--- src/rtl/seq_divider_pkg.sv ---
// Shared definitions for the sequential signed divider: FSM encoding and a
// constant-width helper.
package seq_divider_pkg;

   typedef enum logic [1:0] {IDLE, CALC, FIX} state_t;

   function automatic int clog2(input int n);
      int r;
      for (r = 0; (1 << r) < n; r++) begin
      end
      return r;
   endfunction

endpackage

--- src/rtl/seq_divider_step.sv ---
// One restoring division step: shift in the next dividend bit, subtract the
// divisor magnitude when it fits.
module div_step #(
   parameter int W = 8
) (
   input  logic [W:0]   rem,
   input  logic         din,
   input  logic [W-1:0] dmag,
   output logic [W:0]   rem_nx,
   output logic         qbit
);

   logic [W:0] sh;

   assign sh = {rem[W-1:0], din};

   // A set top bit means the shifted value already exceeds any W-bit divisor.
   always_comb begin
      qbit   = rem[W] | (sh >= {1'b0, dmag});
      rem_nx = qbit ? (sh - {1'b0, dmag}) : sh;
   end

endmodule

--- src/rtl/seq_divider.sv ---
// Sequential signed 2W/W divider with start/ready handshake, fixed 2W+2 edge
// latency, divide-by-zero and quotient-overflow flags.
module seq_divider
   import seq_divider_pkg::*;
#(
   parameter int W = 8
) (
   input  logic           clk,
   input  logic           rst_n,
   input  logic           start,
   input  logic [2*W-1:0] Dividend,
   input  logic [W-1:0]   Divisor,
   output logic [W-1:0]   Quotient,
   output logic [W-1:0]   Remainder,
   output logic           div_by_zero,
   output logic           overflow,
   output logic           ready
);

   localparam int CW = clog2(2*W);
   localparam logic [CW-1:0]  LAST = CW'(2*W-1);
   localparam logic [2*W-1:0] QLIM = (2*W)'(1) << (W-1);

   state_t         state, state_nx;
   logic [CW-1:0]  count;
   logic [2*W-1:0] dq;       // dividend bits shift out the top, quotient bits in the bottom
   logic [W:0]     rem, rem_nx;
   logic [W-1:0]   dmag;
   logic           sign_q, sign_r, zero, qbit, pub;
   logic [W-1:0]   res_q, res_r, q_fix, r_fix;
   logic           res_dz, res_ov, ov_fix;
   logic           accept;

   assign accept = (state == IDLE) && start && ready;

   div_step #(.W(W)) u_step (
      .rem    (rem),
      .din    (dq[2*W-1]),
      .dmag   (dmag),
      .rem_nx (rem_nx),
      .qbit   (qbit)
   );

   always_ff @(posedge clk) begin
      if (!rst_n) state <= IDLE;
      else        state <= state_nx;
   end

   always_comb begin
      state_nx = state;
      case (state)
         IDLE:    if (accept) state_nx = CALC;
         CALC:    if (count == LAST) state_nx = FIX;
         FIX:     state_nx = IDLE;
         default: state_nx = IDLE;
      endcase
   end

   // Sign fix-up; a negative quotient may reach magnitude 2^(W-1), a positive one may not.
   always_comb begin
      q_fix  = sign_q ? -dq[W-1:0] : dq[W-1:0];
      r_fix  = sign_r ? -rem[W-1:0] : rem[W-1:0];
      ov_fix = sign_q ? (dq > QLIM) : (dq >= QLIM);
   end

   // Results land in res_* on the FIX edge and are published one edge later,
   // so the outputs and ready change together.
   always_ff @(posedge clk) begin
      if (!rst_n) begin
         ready       <= 1'b1;
         Quotient    <= '0;
         Remainder   <= '0;
         div_by_zero <= 1'b0;
         overflow    <= 1'b0;
         pub         <= 1'b0;
         count       <= '0;
         dq          <= '0;
         rem         <= '0;
         dmag        <= '0;
         sign_q      <= 1'b0;
         sign_r      <= 1'b0;
         zero        <= 1'b0;
         res_q       <= '0;
         res_r       <= '0;
         res_dz      <= 1'b0;
         res_ov      <= 1'b0;
      end else begin
         pub <= 1'b0;
         case (state)
            IDLE: if (accept) begin
               dq     <= Dividend[2*W-1] ? -Dividend : Dividend;
               dmag   <= Divisor[W-1] ? -Divisor : Divisor;
               rem    <= '0;
               sign_q <= Dividend[2*W-1] ^ Divisor[W-1];
               sign_r <= Dividend[2*W-1];
               zero   <= (Divisor == '0);
               count  <= '0;
               ready  <= 1'b0;
            end
            CALC: begin
               dq    <= {dq[2*W-2:0], qbit};
               rem   <= rem_nx;
               count <= count + 1'b1;
            end
            FIX: begin
               res_q  <= zero ? '0 : q_fix;
               res_r  <= zero ? '0 : r_fix;
               res_dz <= zero;
               res_ov <= zero ? 1'b0 : ov_fix;
               pub    <= 1'b1;
            end
            default: ;
         endcase
         if (pub) begin
            Quotient    <= res_q;
            Remainder   <= res_r;
            div_by_zero <= res_dz;
            overflow    <= res_ov;
            ready       <= 1'b1;
         end
      end
   end

endmodule

--- config.mk ---
export PLATFORM = sky130hd
export DESIGN_NAME = seq_divider
export DESIGN_NICKNAME = d
export VERILOG_FILES = /design/src/rtl/seq_divider_pkg.sv /design/src/rtl/seq_divider_step.sv /design/src/rtl/seq_divider.sv
export SDC_FILE = /design/constraint.sdc
export NUM_CORES = 1
export LEC_CHECK = 0
export CAP_MARGIN = 40
export CORE_MARGIN = 2
export CORE_UTILIZATION = 38
export DETAILED_ROUTE_END_ITERATION = 10
export SYNTH_ARGS = -nofsm -noshare
export SYNTH_HDL_FRONTEND = slang
export SYNTH_SLANG_ARGS = --single-unit
--- constraint.sdc ---
create_clock -name clk -period 2.9 [get_ports clk]
set_input_delay 0.29 -clock clk [delete_from_list [all_inputs] [get_ports clk]]
set_output_delay 0.29 -clock clk [all_outputs]
set_load 0.01 [all_outputs]
**Word-level counts from Yosys, hierarchy flattened**

Cells that the tools add are included.

- Bits in registers: 80
- Output and inout bits: 19
- Word-level logic and storage cells: 63

- Add/sub/neg operators: 6
- Magnitude comparators: 3
- Equality and inequality tests: 5
- Mux-type cells: 19
- Bitwise logic cells: 3
- Reduce and logical (&&, ||, !) cells: 9

Operators with widths:

| operator | number |
|---|---|
| $mux W8 | 5 |
| $mux W16 | 2 |
| $pmux W16 S2 | 1 |
| $neg A8 Y8 | 3 |
| $mux W9 | 2 |
| $pmux W9 S2 | 1 |
| $ge A16 B8 Y1 const B | 1 |
| $gt A16 B8 Y1 const B | 1 |
| $neg A16 Y16 | 1 |
| $ge A9 B8 Y1 | 1 |
| $sub A9 B8 Y9 | 1 |
| $logic_not A8 Y1 | 1 |
| $pmux W4 S2 | 1 |
| $reduce_and A2 Y1 | 3 |
| $add A4 B1 Y4 const B | 1 |
| $eq A4 B4 Y1 const B | 1 |
| $mux W2 | 2 |
| $mux W4 | 1 |
| $ne A2 B2 Y1 const B | 2 |
| $pmux W2 S2 | 1 |
| $mux W1 | 3 |
| $eq A2 B1 Y1 const B | 1 |
| $eq A2 B2 Y1 const B | 1 |
| $logic_and A1 B1 Y1 | 2 |
| 6 further kinds | 6 |

**Logic depth before layout (Yosys ltp)**

Gate-level depths: netlist of the first run.

- Word-level depth: 5
- Mapped depth: 10
- Mapped depth without buffers: 9

**By module**

A second synthesis of the first run with hierarchy kept.

- Cells, all modules: 527
- Area, all modules: 4325.4 sq um

Modules (own cells, without submodules):

| module | instances | cells each | area each (sq um) | seq. area each (sq um) |
|---|---|---|---|---|
| seq_divider | 1 | 452 | 3797.4 | 1601.5 |
| div_step | 1 | 75 | 528.0 | 0.0 |

**Least setup slack after synthesis of the first run**

OpenSTA, ideal clock, no wires.

- Kind: register to register
- From: reg rem[1]
- To: reg rem[8]
- Library setup time: 0.117 ns
- Arrival: 1.878 ns
- Required time: 2.783 ns
- Slack: 0.905 ns
- Stages on the path, launching flop included: 9
- Cells stage by stage: dfxtp_1 > ha_1 > nor2_1 > a211oi_2 > o311a_1 > buf_6 > or2_1 > buf_6 > a22o_1

- Longest elaborated chain between the ends: 4
- Elaborated cells on any way between the ends: 5
- Those cells by class: add/sub: 1; order compare: 1; mux: 2; bitwise: 1

RTL lines:

| item | RTL line | text |
|---|---|---|
| start: declaration | seq_divider.sv:27 | `logic [W:0] rem, rem_nx;` |
| start signal: assignment | seq_divider.sv:102 | `rem <= rem_nx;` |
| $ge A9 B8 Y1 | seq_divider_step.sv:19 | `qbit = rem[W] \| (sh >= {1'b0, dmag});` |
| $or A1 B1 Y1 | seq_divider_step.sv:19 |  |
| $mux W9 * | seq_divider_step.sv:20 | `rem_nx = qbit ? (sh - {1'b0, dmag}) : sh;` |
| $pmux W9 S2 * | seq_divider.sv:89 | `case (state)` |

Every way passes the cells marked *; elsewhere a longest branch is shown, timed or not.
A chain may end at the register's enable or synchronous reset.

**Final worst setup path of the first run**

Ends and elaborated chain as after synthesis.

==> run metrics, run 1 <==
status=finished, final reports clean; via/cell ratio=roughly 5.3; most common cell after layout, fill and taps aside=dfxtp_1; CP Max Fanout=10; CTS buffer count=9; Worst Path Required=~3.1 ns; area added between synthesis and finish=18.8%; #FFs+latches synth=80; initial detailed-routing violation count=209; Synth Instances=512; FILL cells=approximately 1.1k; Final Hold Viols=0; RSZ-0062 raised after global routing=no; post-synthesis cell area=~0.0043 sq mm; Worst Tran Pin Value=between 0.8 and 0.9 ns; Fin Clk Skew=about 0.011 ns; CTS tree=done; Top FF cell, synth=dfxtp_1; post-DP HPWL=between 7000 and 8000 um; layout cells sized above 1=0.0635; total negative slack=0 ns; total core area=about 0.011 sq mm; initial antenna violation count=0; CP Capture Type=flip-flop; GRT Util Overall=0.168; DR vias=3,688; die area=0.0121 sq mm; post-route cell area=roughly 0.005 sq mm; Skew-Pair Late Insertion Delay=0.35 ns; Pwr Density=approximately 540 mW/mm^2; Post-CTS Resized=0; postcts setup bufs=0; GP Congestion=about 0.87; Row Count=38; Starting Density=0.392; maximum clock insertion buffer count=2; Total Wirelength=between 9000 and 10,000 um; clock sink count=80; placed inst area=~0.0049 sq mm; Post-synth EDFFs=0; # nets final=about 600; crit start category=flip-flop; f_max=approximately 440 MHz; commonest non-fill, non-tap cells in the layout=dfxtp_1, nor2_1, clkdlybuf4s50_1; Post-CTS Hold Buffers=0; Period Utilization, post-route=0.783; die outline height=roughly 110 um; clk slew on worst S/H paths=around 0.08 ns; Post-DRT Antenna Nets=0; Min-Delay Path Class=reg -> reg; I/O Buffers=45; first-pass GRT wire length=16,200 um; DR pass1 iterations=4; I/O pin total=46; Worst slew margin=0.403; CP Data Arrival Time=approximately 2.5 ns; Inst Count DP=just under 700; Die Wd=roughly 110 um; gr ovfl total=0; Unique masters post-synth=between 60 and 70; P_leak=~0.0018 uW; vias in the first global route=3,342; clock root buffer master=clkbuf_8; drt drc=0; DR WL/cell=14.0 um; critical path class=reg -> reg; worst vdd rail ir drop=approximately 0.00023 V; Period minus WS final=2.27 ns; Seq/Total Area, Yosys=0.375; H-tree depth=3; Antenna Cells=0; Pins Over Slew Limit=0; pin count of the biggest net entering global routing=between 50 and 60; asr flop ratio synth=0; max cap viols=0; Synth Area per Inst=around 8.3 sq um; synth warn=0; Final Non-Filler Cells=slightly below 700; Setup-failing EPs final=0; Mapped Nets=about 550
==> critical path, stage by stage (launching register included) <==
cell and delay (ns):
dfxtp_1 0.47, ha_1 0.33, nor2_1 0.22, a211oi_2 0.10, o311a_1 0.46, or2_1 0.37, a22o_1 0.22
==> state kept, by name, summed over array words and instances, names as in the netlist, 2 cells and up <==
name	flops
dmag	8
res_q	8
count	4
state	2
Quotient	8
dq	16
res_r	8
Remainder	8
rem	9
==> per-stage QoR <==
step / power, uW / hold slack, ns / utilization / setup slack, ns
2_1_floorplan: 1750 / 0.426 / - / 0.905
4_1_cts: 2760 / 0.467 / 0.466 / 0.650
3_3_place_gp: 1890 / 0.446 / 0.444 / 0.653
5_1_grt: 2900 / 0.498 / 0.466 / 0.502
3_5_place_dp: 1900 / 0.456 / 0.446 / 0.632
6_report: 2740 / 0.464 / 0.466 / 0.629
==> cell type report <==
type                            count  area [sq um]  share of cell area
Clock buffer                       10           138              0.0271
Clock inverter                      6          72.6              0.0143
Inverter                           22          82.6              0.0163
Multi-Input combinational cell    378          2460               0.484
Sequential cell                    80          1600               0.316
Tap cell                          140           175              0.0345
Timing Repair Buffer               55           546               0.108
==> cells by family (layout without fill, tap and decap cells) <==
kind of cell / count (synthesis) / after routing / share of synthesized area
adder cells (fa/ha/maj): 14 / 14 / 0.0428
XOR/XNOR: 28 / 28 / 0.0574
flip-flops: 80 / 80 / 0.375
AND/OR/NAND/NOR: 183 / 183 / 0.207
buffers and inverters: 54 / 93 / 0.0530
AO/OA/AOI/OAI: 132 / 132 / 0.215
multiplexers: 21 / 21 / 0.0492
==> per-layer routing <==
layer / track usage / vias up / part of all wire
met4: 0.0515 / 0 / 0.0093
met5: 0 / - / 0
met3: 0.0341 / 7 / 0.047
li1: - / 1913 / -
met2: 0.259 / 74 / 0.43
met1: 0.238 / 1694 / 0.51
==> synthesized netlist by cell type (2+ instances only) <==
cell	number	area, sq um
buf_1	3	11.3
and4_1	2	17.5
xor2_1	15	131
a21oi_1	31	155
and3b_1	2	17.5
nand2b_1	10	62.6
buf_6	2	22.5
a2111oi_0	2	17.5
a22o_1	5	43.8
nor4_1	4	25.0
o21ai_0	21	105
inv_1	22	82.6
nor2_1	65	244
clkbuf_1	20	75.1
a31oi_1	2	12.5
or3b_2	2	17.5
nor2b_1	3	18.8
o41ai_1	6	52.6
nand4_1	4	25.0
and3_1	2	12.5
ha_1	13	163
nand3_1	11	55.1
a21o_1	4	30.0
or3_1	9	56.3
nor3b_1	2	15.0
nand2_1	44	165
dfxtp_1	80	1600
buf_2	6	30.0
o211ai_1	13	97.6
o31a_1	2	17.5
a221oi_1	2	17.5
or4_1	4	30.0
nor3_1	10	50.1
xnor2_1	13	114
o31ai_1	5	37.5
mux2i_1	21	210
nand3b_1	2	15.0
a22oi_1	19	143
a211oi_1	7	52.6
==> path summary, 6_finish.rpt <==
kind	startpoint	end	slack (ns)	depth (start not counted)
setup / recovery	rem[1]	rem[8]	0.63	6
hold / removal	res_r[6]	res_r[6]	0.46	2
hold reg to reg	res_r[6]	res_r[6]	0.46	2
setup reg to reg	rem[1]	rem[8]	0.63	6
==> power breakdown <==
part           total, uW  internal (uW)  leakage [uW]  switching [uW]
clock network        856            432      0.000104             424
logic                668            275       0.00109             393
registers           1220           1150      0.000649            66.0
total               2740           1860       0.00184             882
Power figures use the tool's default switching activity.
==> run 2, diff against run 1 <==
clock period = 2 ns   (was 2.9 ns; I/O delays follow)
==> run 2 against run 1 <==
Global-route usage grew 0.88 points. Critical endpoint is now rem[1]. Wire length is 3.6% higher. Final area rose by 6.2%. Maximum frequency increased by 16%.
==> run metrics, run 2 (synthesis gave the netlist of run 1 again) <==
Final Hold Viols=0; Largest regs=dq: 16 flops, rem: 9 flops; crit start category=flip-flop; Inst Count DP=roughly 710; Worst slew margin=0.412; first-pass GRT wire length=about 17,000 um; Pwr Total=around 4200 uW; Starting Density=0.392; initial antenna violation count=0; die outline height=about 110 um; commonest non-fill, non-tap cells in the layout=dfxtp_1, nor2_1, clkdlybuf4s50_1; Final Non-Filler Cells=roughly 720; post-DP HPWL=between 7000 and 8000 um; layout cells sized above 1=0.139; max FFs per register=16; Die Wd=110 um; worst vdd rail ir drop=between 0.0003 and 0.0004 V; drt drc=0; P_leak=around 0.002 uW; Total Wirelength=approximately 10,000 um; CP Data Arrival Time=~2.2 ns; I/O pin total=46; Period Utilization, post-route=0.979; critical path class=reg -> reg; status=finished, final reports clean; total negative slack=0 ns; clock root buffer master=clkbuf_8; Worst Path Required=about 2.2 ns; Min-Delay Path Class=reg -> reg; Post-DRT Antenna Nets=0; gr ovfl total=0; clk slew on worst S/H paths=around 0.080 ns; H-tree depth=3; area added between synthesis and finish=26.2%; clock sink count=80; CTS tree=done; r2r setup slk=~0.041 ns; max incr delay on CP=around 0.4 ns; RSZ-0062 raised after global routing=yes; CP Max Fanout=7; Worst Hold End=res_r[5]; Fin Clk Skew=~0.0066 ns; Period minus WS final=1.96 ns; GP Congestion=a little over 0.8; Antenna Cells=0; maximum clock insertion buffer count=2; crit-path cells=inv_1, ha_4, nand2b_1, a211oi_2, o311a_1, buf_4, o211ai_1, o311ai_4; most flop-heavy register=dq; die area=between 0.01 and 0.015 sq mm; # nets final=618; Pwr Density=a little under 800 mW/mm^2; GRT Util Overall=0.177; Register Area=approximately 0.0016 sq mm; initial detailed-routing violation count=around 240; DR vias=3,832; Pins Over Slew Limit=0; Slowest cell on crit path=o311a_1; CP Capture Type=flip-flop; Worst Tran Pin Value=between 0.8 and 0.9 ns; Skew-Pair Late Insertion Delay=between 0.3 and 0.4 ns; Reg-to-Reg Start=dmag[1]; Setup-failing EPs final=0; total core area=approximately 0.011 sq mm; r2r endpoint=rem[1]; Row Count=38; WHS Path Cells=2; Worst setup startpoint=dmag[1]; FF-to-FF path depth=8; max cap viols=0; I/O Buffers=between 40 and 50; footprint of the multi-input gates=between 0.002 and 0.003 sq mm; f_max=around 500 MHz; most common cell after layout, fill and taps aside=dfxtp_1; via/cell ratio=5.31; CTS buffer count=9; DR WL/cell=~14 um; pin count of the biggest net entering global routing=68; DR pass1 iterations=5; FILL cells=1,052; vias in the first global route=roughly 3.6k; worst hold path startpoint=res_r[5]
run 2: worst max-delay path: cells and delay by family (launching register included):
family                   cells  cell delay, ns
buffers and inverters        2            0.29
flip-flops                   1            0.33
AO/OA/AOI/OAI                4            0.88
adder cells (fa/ha/maj)      1            0.22
AND/OR/NAND/NOR              1            0.11
run 2: cell type report:
cell class / instances / area share
Clock buffer: 10 / 0.0255
Clock inverter: 6 / 0.0128
Inverter: 22 / 0.0153
Multi-Input combinational cell: 378 / 0.473
Sequential cell: 80 / 0.298
Tap cell: 140 / 0.0325
Timing Repair Buffer: 86 / 0.143
run 2: layer usage:
metal / up-vias / global-route usage / routed length, um
met5: - / 0 / 0
met3: 13 / 0.0288 / 483
met4: 0 / 0.0741 / 172
li1: 1976 / - / -
met2: 83 / 0.269 / 4460
met1: 1760 / 0.249 / 4910
run 2: metrics by stage:
stage	cell area, sq um	hold WS [ns]	utilization	worst slack (ns)
4_1_cts	5300	0.460	0.487	0.00515
5_1_grt	5390	0.511	0.495	-0.0308
3_3_place_gp	5080	0.448	0.466	-0.0249
3_5_place_dp	5080	0.449	0.466	-0.0616
2_1_floorplan	4270	0.336	-	0.00549
6_report	5390	0.459	0.495	0.0414
run 2: how the worst max path moves through the flow:
stage	cells past startpoint	slack [ns]	to
4_1_cts	8	0.005	rem[1]
5_1_grt	6	-0.03	rem[1]
2_1_floorplan	8	0.005	rem[8]
6_report	8	0.04	rem[1]
3_5_place_dp	7	-0.06	rem[1]
3_3_place_gp	6	-0.02	dq[11]
run 2: what timing repair did:
item,CTS,global route
hold buffers,0,0
setup endpoints to repair,9,10
gates resized for setup,3,17
pin swaps,2,5
setup buffers,1,0
run 2: power by group:
part,internal (uW),total [uW],switching (uW)
combinational,561,1220,661
clock,614,1210,596
sequential,1670,1750,77.7
==> run 3, diff against run 2 <==
SETUP_SLACK_MARGIN = 0.05   (was default)
==> run 3 against run 2 <==
Combinational power grew 5%. Critical path type unchanged. Critical path depth stayed put. Clock skew increased by 0.0038 ns. Clock power barely moved. Utilization rose by 0.87 points. Cell count grew 0.28%. Total power increased by 2.1%. Maximum frequency grew 3.5%. Sequential power is essentially flat.
==> run metrics, run 3 (synthesis gave the netlist of run 1 again) <==
maximum clock insertion buffer count=2; P_leak=about 0.002 uW; worst vdd rail ir drop=between 0.0003 and 0.0004 V; CP Max Fanout=5; I/O pin total=46; r2r setup slk=between 0.1 and 0.15 ns; GP Congestion=between 0.8 and 0.9; GRT Util Overall=0.167; Skew-Pair Late Insertion Delay=about 0.34 ns; initial detailed-routing violation count=~240; Total Wirelength=between 9000 and 10,000 um; Row Count=38; Starting Density=0.392; CP Data Arrival Time=between 2 and 2.5 ns; status=finished, final reports clean; Critical Path End=rem[1]; postcts setup bufs=0; critical path class=reg -> reg; I/O Buffers=45; commonest non-fill, non-tap cells in the layout=dfxtp_1, nor2_1, clkdlybuf4s50_1; Post-DRT Antenna Nets=0; r2r endpoint=rem[1]; first-pass GRT wire length=16,300 um; most flop-heavy register=dq; DR pass1 iterations=5; via/cell ratio=5.25; f_max=between 500 and 600 MHz; post-route cell area=around 0.0055 sq mm; Reg-to-Reg Start=dmag[2]; Antenna Cells=0; CTS tree=done; Pins Over Slew Limit=0; pin count of the biggest net entering global routing=67; clock root buffer master=clkbuf_8; Setup-failing EPs final=0; Period minus WS final=around 1.9 ns; Worst slew margin=0.666; Largest regs=dq: 16 flops, rem: 9 flops; most common cell after layout, fill and taps aside=dfxtp_1; die outline height=110 um; drt drc=0; initial antenna violation count=0; FF-to-FF path depth=8; post-DP HPWL=7320 um; worst setup margin=between 0.1 and 0.15 ns; max cap viols=0; placed inst area=between 0.005 and 0.006 sq mm; total core area=around 0.011 sq mm; Worst Path Required=around 2.2 ns; layout cells sized above 1=0.161; area added between synthesis and finish=28.4%; Pwr Density=778 mW/mm^2; gr ovfl total=0; Final Hold Viols=0; DR WL/cell=around 14 um; CTS buffer count=9; # nets final=between 600 and 700; Worst setup startpoint=dmag[2]; Fin Clk Skew=a little over 0.01 ns; Worst Tran Pin Value=about 0.5 ns; crit start category=flip-flop; total negative slack=0 ns; RSZ-0062 raised after global routing=no; pre-CTS setup slack=-0.0512 ns; Post-CTS Hold Buffers=0; clk slew on worst S/H paths=roughly 0.090 ns; Period Utilization, post-route=0.946; DR vias=3,801; Min-Delay Path Class=reg -> reg; clock sink count=80; Die Wd=approximately 110 um; die area=around 0.012 sq mm; CP Capture Type=flip-flop; H-tree depth=3; vias in the first global route=between 3k and 4k; max FFs per register=16
==> run 3: stage by stage <==
step           cells   util  power (uW)  hold slack [ns]
6_report         724  0.504        4270            0.457
5_1_grt          724  0.504        4520            0.471
4_1_cts          723  0.492        4180            0.459
3_5_place_dp     707  0.469        2920            0.449
3_3_place_gp     707  0.469        2890            0.445
2_1_floorplan    512      -        2540            0.336
==> run 3: critical path, cell delays in order (launching register included) <==
cell,delay (ns)
dfxtp_2,0.33
inv_1,0.09
ha_4,0.22
nor2_4,0.11
a211oi_4,0.06
o311a_1,0.40
buf_6,0.14
o211ai_1,0.26
o311ai_4,0.13
==> run 3: worst min path at each step <==
stage               startpoint  slack [ns]  cells after the start        to
floorplan           Divisor[0]        0.34                      2   dmag[0]
global placement      res_r[5]        0.45                      2  res_r[5]
detailed placement    res_r[5]        0.45                      2  res_r[5]
CTS                   res_r[5]        0.46                      2  res_r[5]
global route          res_r[5]        0.47                      2  res_r[5]
finish                res_r[5]        0.46                      2  res_r[5]
==> run 3: routing by layer <==
| layer | global-route usage | share of wire |
|---|---|---|
| met2 | 0.262 | 0.43 |
| met3 | 0.0364 | 0.042 |
| met4 | 0.0353 | 0.0048 |
| met1 | 0.236 | 0.52 |
| met5 | 0 | 0 |
==> run 3: final cells by class <==
cell class,count,area (sq um)
flip-flops and latches,80,1610
well taps,140,175
clock inverters,6,73.8
clock buffers,10,138
multi-input cells,378,2610
repair buffers,88,787
fillers,1069,5410
inverters,22,82.6
==> run 3: repair_timing <==
item / 4_1_cts / 5_1_grt
resized for setup: 10 / 25
setup endpoints to repair: 9 / 11
pin swaps: 6 / 8
==> run 3: power breakdown <==
group	total [uW]	switching [uW]	internal [uW]
Sequential	1750	84.3	1670
Combinational	1280	669	610
Clock	1240	611	626
